$ cat src/rtl/riscv_pkg.sv
// Shared definitions for the boot loader slice:
// loader/receiver state encodings and length-field width.
package riscv_pkg;

  localparam int LEN_W = 16;

  typedef enum logic [2:0] {
    LEN_LO,
    LEN_HI,
    DATA,
    DONE,
    ERR
  } ld_state_e;

  typedef enum logic [1:0] {
    RX_IDLE,
    RX_START,
    RX_BITS,
    RX_STOP
  } rx_state_e;

endpackage

$ cat src/rtl/instr_loader_uart_rx.sv
// 8N1 UART receiver: synchronizer, mid-bit sampling,
// one-cycle byte_valid / ferr pulses.
module uart_rx
  import riscv_pkg::*;
#(
  parameter int CLKS_PER_BIT = 868
) (
  input  logic       clk,
  input  logic       rst_n,
  input  logic       rx,
  output logic       byte_valid,
  output logic [7:0] byte_data,
  output logic       ferr
);

  localparam int CW = $clog2(CLKS_PER_BIT);
  localparam logic [CW-1:0] FULL_LAST = CW'(CLKS_PER_BIT - 1);
  localparam logic [CW-1:0] HALF_LAST = CW'(CLKS_PER_BIT / 2 - 1);

  rx_state_e     state_q, state_d;
  logic [1:0]    sync_q;
  logic          prev_q;
  logic [CW-1:0] cnt_q, cnt_d;
  logic [2:0]    bit_q, bit_d;
  logic [7:0]    sh_q, sh_d;
  logic          bv_q, bv_d;
  logic          fe_q, fe_d;
  logic          rx_s;

  assign rx_s       = sync_q[1];
  assign byte_valid = bv_q;
  assign byte_data  = sh_q;
  assign ferr       = fe_q;

  always_ff @(posedge clk or negedge rst_n) begin
    if (!rst_n) begin
      sync_q  <= 2'b11;
      prev_q  <= 1'b1;
      state_q <= RX_IDLE;
      cnt_q   <= '0;
      bit_q   <= '0;
      sh_q    <= '0;
      bv_q    <= 1'b0;
      fe_q    <= 1'b0;
    end else begin
      sync_q  <= {sync_q[0], rx};
      prev_q  <= rx_s;
      state_q <= state_d;
      cnt_q   <= cnt_d;
      bit_q   <= bit_d;
      sh_q    <= sh_d;
      bv_q    <= bv_d;
      fe_q    <= fe_d;
    end
  end

  always_comb begin
    state_d = state_q;
    cnt_d   = cnt_q;
    bit_d   = bit_q;
    sh_d    = sh_q;
    bv_d    = 1'b0;
    fe_d    = 1'b0;
    unique case (state_q)
      RX_IDLE: begin
        cnt_d = '0;
        bit_d = '0;
        if (prev_q && !rx_s) state_d = RX_START;
      end
      RX_START: begin
        if (cnt_q == HALF_LAST) begin
          cnt_d   = '0;
          // A start bit that is high again at mid-bit was a glitch
          state_d = rx_s ? RX_IDLE : RX_BITS;
        end else begin
          cnt_d = cnt_q + 1'b1;
        end
      end
      RX_BITS: begin
        if (cnt_q == FULL_LAST) begin
          cnt_d = '0;
          sh_d  = {rx_s, sh_q[7:1]};
          bit_d = bit_q + 1'b1;
          if (bit_q == 3'd7) state_d = RX_STOP;
        end else begin
          cnt_d = cnt_q + 1'b1;
        end
      end
      RX_STOP: begin
        if (cnt_q == FULL_LAST) begin
          cnt_d   = '0;
          bv_d    = rx_s;
          fe_d    = !rx_s;
          state_d = RX_IDLE;
        end else begin
          cnt_d = cnt_q + 1'b1;
        end
      end
      default: state_d = RX_IDLE;
    endcase
  end

endmodule

$ cat src/rtl/instr_loader.sv
// Serial boot loader: length-prefixed image over UART,
// written word by word into instruction memory.
module instr_loader
  import riscv_pkg::*;
#(
  parameter int CLKS_PER_BIT = 868,
  parameter int MAX_WORDS    = 64
) (
  input  logic        clk,
  input  logic        async_reset,
  input  logic        rx,
  output logic        mem_we,
  output logic [31:0] mem_addr,
  output logic [31:0] mem_wd,
  output logic        cpu_hold,
  output logic        done,
  output logic        error
);

  localparam int WW = $clog2(MAX_WORDS) + 1;
  localparam logic [LEN_W-1:0] MAX_N = LEN_W'(MAX_WORDS);

  logic             bv;
  logic [7:0]       rx_byte;
  logic             fe;

  ld_state_e        state_q, state_d;
  logic [LEN_W-1:0] count_q, count_d;
  logic [WW-1:0]    widx_q, widx_d;
  logic [1:0]       bidx_q, bidx_d;
  logic [31:0]      asm_q, asm_d;
  logic             we_q, we_d;
  logic [31:0]      addr_q, addr_d;
  logic [31:0]      wd_q, wd_d;

  logic [LEN_W-1:0] cnt_new;
  logic [WW-1:0]    widx_inc;
  logic [31:0]      word_nxt;

  uart_rx #(
    .CLKS_PER_BIT(CLKS_PER_BIT)
  ) u_rx (
    .clk       (clk),
    .rst_n     (async_reset),
    .rx        (rx),
    .byte_valid(bv),
    .byte_data (rx_byte),
    .ferr      (fe)
  );

  assign cnt_new  = {rx_byte, count_q[7:0]};
  assign widx_inc = widx_q + 1'b1;
  assign word_nxt = {rx_byte, asm_q[31:8]};

  assign mem_we   = we_q;
  assign mem_addr = addr_q;
  assign mem_wd   = wd_q;
  assign cpu_hold = (state_q != DONE);
  assign done     = (state_q == DONE);
  assign error    = (state_q == ERR);

  always_ff @(posedge clk or negedge async_reset) begin
    if (!async_reset) begin
      state_q <= LEN_LO;
      count_q <= '0;
      widx_q  <= '0;
      bidx_q  <= '0;
      asm_q   <= '0;
      we_q    <= 1'b0;
      addr_q  <= '0;
      wd_q    <= '0;
    end else begin
      state_q <= state_d;
      count_q <= count_d;
      widx_q  <= widx_d;
      bidx_q  <= bidx_d;
      asm_q   <= asm_d;
      we_q    <= we_d;
      addr_q  <= addr_d;
      wd_q    <= wd_d;
    end
  end

  always_comb begin
    state_d = state_q;
    count_d = count_q;
    widx_d  = widx_q;
    bidx_d  = bidx_q;
    asm_d   = asm_q;
    we_d    = 1'b0;
    addr_d  = addr_q;
    wd_d    = wd_q;
    unique case (state_q)
      LEN_LO: begin
        if (fe) begin
          state_d = ERR;
        end else if (bv) begin
          count_d[7:0] = rx_byte;
          state_d      = LEN_HI;
        end
      end
      LEN_HI: begin
        if (fe) begin
          state_d = ERR;
        end else if (bv) begin
          count_d = cnt_new;
          widx_d  = '0;
          bidx_d  = '0;
          if (cnt_new == '0)      state_d = DONE;
          else if (cnt_new > MAX_N) state_d = ERR;
          else                    state_d = DATA;
        end
      end
      DATA: begin
        if (fe) begin
          state_d = ERR;
        end else if (bv) begin
          asm_d  = word_nxt;
          bidx_d = bidx_q + 1'b1;
          if (bidx_q == 2'd3) begin
            we_d   = 1'b1;
            wd_d   = word_nxt;
            addr_d = {{(30-WW){1'b0}}, widx_q, 2'b00};
            widx_d = widx_inc;
            if ({{(LEN_W-WW){1'b0}}, widx_inc} == count_q)
              state_d = DONE;
          end
        end
      end
      DONE:    state_d = DONE;
      ERR:     state_d = ERR;
      default: state_d = LEN_LO;
    endcase
  end

endmodule

$ cat config.mk
export PLATFORM = sky130hd
export DESIGN_NAME = instr_loader
export DESIGN_NICKNAME = d
export VERILOG_FILES = /design/src/rtl/riscv_pkg.sv /design/src/rtl/instr_loader_uart_rx.sv /design/src/rtl/instr_loader.sv
export SDC_FILE = /design/constraint.sdc
export NUM_CORES = 1
export LEC_CHECK = 0
export CAP_MARGIN = 20
export CORE_ASPECT_RATIO = 1.2
export CORE_MARGIN = 2
export CORE_UTILIZATION = 44
export CTS_CLUSTER_DIAMETER = 80
export DETAILED_ROUTE_END_ITERATION = 10
export DONT_BUFFER_PORTS = 1
export PLACE_DENSITY = 0.61
export REMOVE_ABC_BUFFERS = 1
export SYNTH_ARGS = -nofsm -noshare
export SYNTH_HDL_FRONTEND = slang
export SYNTH_HIERARCHICAL = 1
export SYNTH_SLANG_ARGS = --single-unit
export TNS_END_PERCENT = 10
$ cat constraint.sdc
create_clock -name clk -period 5.9 [get_ports clk]
set_clock_uncertainty 0.1 [all_clocks]
set_input_delay 0.885 -clock clk [delete_from_list [all_inputs] [get_ports clk]]
set_output_delay 0.885 -clock clk [all_outputs]
set_load 0.02 [all_outputs]
### Yosys cells after proc, flatten, opt, wreduce, memory -nomap -nowiden

Cells that the tools add are included.

| storage, ports and cells | value |
|---|---|
| register bits | 128 |
| output and inout port bits | 68 |

| cells by class | value |
|---|---|
| reductions and logical operators | 18 |
| multiplexer cells | 46 |
| equal/unequal tests | 28 |
| order comparisons | 1 |
| bitwise operators | 2 |
| add/subtract/negate cells | 4 |

Operator list:

| cell | number |
|---|---|
| $mux 7 | 5 |
| $mux 3 | 11 |
| $pmux 10 s3 | 1 |
| $mux 8 | 3 |
| $mux 10 | 2 |
| $mux 2 | 10 |
| $eq 7x16->1 | 1 |
| $gt 16x7->1 const B | 1 |
| $logic_not 16->1 | 1 |
| $pmux 8 s2 | 1 |
| $pmux 3 s5 | 1 |
| $reduce_and 5->1 | 3 |
| $ne 2x1->1 const B | 7 |
| $pmux 7 s2 | 1 |
| $add 10x1->10 const B | 1 |
| $eq 10x10->1 const B | 1 |
| $eq 10x9->1 const B | 1 |
| $ne 3x1->1 const B | 3 |
| $ne 3x2->1 const B | 3 |
| $mux 1 | 8 |
| $pmux 2 s4 | 1 |
| $reduce_and 4->1 | 2 |
| $add 7x1->7 const B | 1 |
| $eq 2x2->1 const B | 3 |
| 19 further kinds | 27 |

### Logic depth before layout (Yosys ltp)

| logic depth | value |
|---|---|
| depth in word-level cells | 7 |
| mapped depth | 7 |
| depth with buffers taken out | 6 |

### Cells and area by module

Netlist, hierarchy kept.

Modules (own cells, without submodules):

| module | times used | area an instance (um^2) | cells each |
|---|---|---|---|
| instr_loader | 1 | 4,060.1 | 385 |
| uart_rx | 1 | 1,367.6 | 112 |

### Worst setup path after synthesis

OpenSTA, ideal clock, no wires.

| path | value |
|---|---|
| path kind | register to output |
| start point | reg state_q[1] (netlist name) |
| end point | out done |
| stages on the path, launching flop included | 5 |
| slack | 3.747 ns |
| data arrival time | 1.168 ns |
| cell sequence | dfrtp_1 clkbuf_1 nand2_1 or2_2 inv_1 |

RTL lines:

| element | RTL line | RTL |
|---|---|---|
| end: declaration | instr_loader.sv:16 | `output logic done,` |

==> metrics.txt <==
final WL=10040 µm; gr ovfl total=0; Synth Area in Adders=0.01383; CTS Hold Bufs=0; CTS tree=yes; Core Footprint=12060 µm²; Avg Cell Area, Syn=10.92 µm²; max-cap violations=0; sequential share of the synthesized area=0.5539; Setup CP Type=reg2reg; setup ws final=3.035 ns; Worst Hold Slack=0.07351 ns; Synth warnings=6; Yosys reg bits=120; EDFF count, synth=0; HPWL after DPL=6344 µm; final core utilization=0.4951; nets@finish=503; mux cell area share after synthesis=0.1072; PwrDens=319.7 nW/µm²; largest family of logic cells by synthesized area=simple AND/OR/NAND/NOR gates; launch point of the worst reg-to-reg path=state_q[1]; library cells used by synthesis=62; DRC=0; max frequency=0.3490 GHz; Max stage delay on crit path=0.89 ns; final setup violation count=0; vias=3523; I/O pins=71; xor-xnor portion of the synthesized cell area=0.01775; first-pass GRT wire length=16870 µm; CP startpoint=state_q[1]; Syn Inst Count=497; Antenna diodes=0; CTS H-tree lvls=4; LEAKAGE=3.050 nW; number of global-route vias before repair=3482; CTS Sinks=120; Worst slew margin=0.4275; total CTS buffers=17; fin crit period=2.865 ns; Pins Over Slew Limit=0; critical path arrival=3.10 ns; via/cell ratio=5.282; Worst Path Max Fanout=42; Post-CTS Resized=0; Crit-path slowest cell=inv_2; Final ANT Viol Nets=0; Synth Area in Compound Gates=0.07676; DR WL/cell=15.06 µm; Reg clk slew, reported paths=0.05 ns; die area=13240 µm²; crit end category=flop; CP Cell Sequence=nor2b_1 > nand4_1 > inv_2 > nand2_1 > o21ai_1; Worst Max-Slew Pin Slew=0.8562 ns; Max rail drop VDD=168.4 µV; Die X-Extent=105.4 µm; post-synthesis simple-gate area fraction=0.1669; setup slack, reg-to-reg=3.03 ns; IO buf count=0; setup tns final=0 ns; clk_lat worst skew=0.41 ns; worst hold-check path type=in2async; Initial DRC Count=196; Rows=44; area delta synth->final=9.982%; All-Layer GR Usage=0.1601; startpoint types=flop; final hold vios=0; Initial Util=0.4502; Primary FF master, synth=dfrtp_1; initial antenna violation count=0; crit share post-route=0.4856; Async SR Flop Fraction=1.000; clock buffer depth=2; drt pass-1 iters=4; pre-CTS setup slack=2.972 ns; Die H=125.7 µm; FILL cells=1052; GPL Wtd Cong=0.8037; Post-CTS Setup Inserts=0; Mapped Area=5428 µm²; Required @ worst endpoint=6.13 ns; unrepaired setup endpoints after global routing=false; status=completed; Worst Reg2Reg Path Length in Cells=5; layout cell share with drive strength beyond 1=0.1107; largest net degree at the start of global routing=121; CTS root buffer=clkbuf_16
synthesized netlist by cell type, types with 4 or more instances:
cell / n / area [µm²]
nor3_1: 4 / 20.02
a21oi_1: 10 / 50.05
or3_1: 5 / 31.28
o21ai_0: 5 / 25.02
xnor2_1: 8 / 70.07
mux2_4: 8 / 120.1
ha_1: 6 / 75.07
nor2_1: 6 / 22.52
o311ai_0: 4 / 35.03
inv_1: 9 / 33.78
dfrtp_1: 117 / 2928
clkbuf_1: 5 / 18.77
nand2_1: 130 / 488.0
o21ai_1: 10 / 50.05
nor2b_1: 5 / 31.28
buf_2: 15 / 75.07
a22oi_1: 5 / 37.54
mux2_1: 40 / 450.4
buf_4: 25 / 187.7
nand4_1: 4 / 25.02
nand3_1: 13 / 65.06
o31ai_1: 6 / 45.04
report_power, final:
| group | switching [mW] | leakage (nW) | internal (mW) | total, mW |
|---|---|---|---|---|
| clock | 0.364 | 0.265 | 0.584 | 0.948 |
| sequential | 0.0320 | 1.65 | 0.848 | 0.880 |
| combinational | 0.0508 | 1.14 | 0.0293 | 0.0802 |
path summary, 6_finish.rpt:
path / to
worst max-delay path: widx_q[2]
worst min-delay path: u_rx/cnt_q[2]
worst max register to register: widx_q[2]
worst min register to register: u_rx/sync_q[1]
max in group asynchronous: mem_addr[8]
min in group clk: u_rx/sync_q[1]
metal layers:
layer | up-vias | GRT usage | share of wire
li1 | 1662 | - | -
met1 | 1763 | 0.1897 | 0.43
met2 | 84 | 0.2706 | 0.51
met3 | 14 | 0.04969 | 0.043
met4 | 0 | 0.06431 | 0.018
met5 | - | 0 | 0
stage by stage:
stage                     power [mW]  cell area (µm²)  std cells
after floorplan               0.9541             5214        474
after global placement        0.9692             5423        636
after detailed placement      0.9735             5423        636
after CTS                      1.929             5969        667
after global routing           1.987             5969        667
final                          1.909             5969        667
critical path, delay by kind of cell, from the launching register on:
kind                   cells  cell delay, ns
AND/OR/NAND/NOR            3            1.10
buffers and inverters      1            0.89
flip-flops                 1            0.55
AO/OA/AOI/OAI              1            0.14
registers in the layout, summed over array words and instances, names as in the netlist, named ones only:
signal           count
u_rx/prev_q          1
mem_wd              32
widx_q               7
count_q             16
u_rx/bit_q           3
u_rx/sync_q          2
asm_q               24
u_rx/byte_valid      1
u_rx/cnt_q          10
u_rx/state_q         1
mem_we               1
state_q              3
mem_addr             7
u_rx/ferr            1
bidx_q               2
u_rx/byte_data       8
cell type report:
cell class / count / area (µm²) / area share
clock buffer: 19 / 442.9 / 0.07420
clock inverter: 12 / 103.9 / 0.01740
tap: 161 / 201.4 / 0.03375
timing repair buffer: 1 / 7.507 / 0.001258
inverter: 10 / 37.54 / 0.006288
multi-input combinational: 344 / 2170 / 0.3634
sequential: 120 / 3007 / 0.5037
cell families (layout without fill, tap and decap cells):
family / after synthesis / in the layout
AND/OR/NAND/NOR: 194 / 194
adder cells (fa/ha/maj): 6 / 6
other: 1 / 25
buffers and inverters: 57 / 42
multiplexers: 49 / 49
flip-flops: 120 / 120
AO/OA/AOI/OAI: 59 / 59
XOR/XNOR: 11 / 11
placed cells by master, fill, tap and decap left out, types with 5 or more instances in the layout:
cell	instances
clkinv_2	5
nor2_1	6
a21oi_1	10
or3_1	5
mux2_1	40
ha_1	6
o21ai_0	5
conb_1	25
nand2_1	130
o21ai_1	10
dfrtp_1	117
inv_1	9
xnor2_1	8
mux2_4	8
clkbuf_16	17
a22oi_1	5
o31ai_1	6
nor2b_1	5
nand3_1	13
Power figures use the tool's default switching activity.
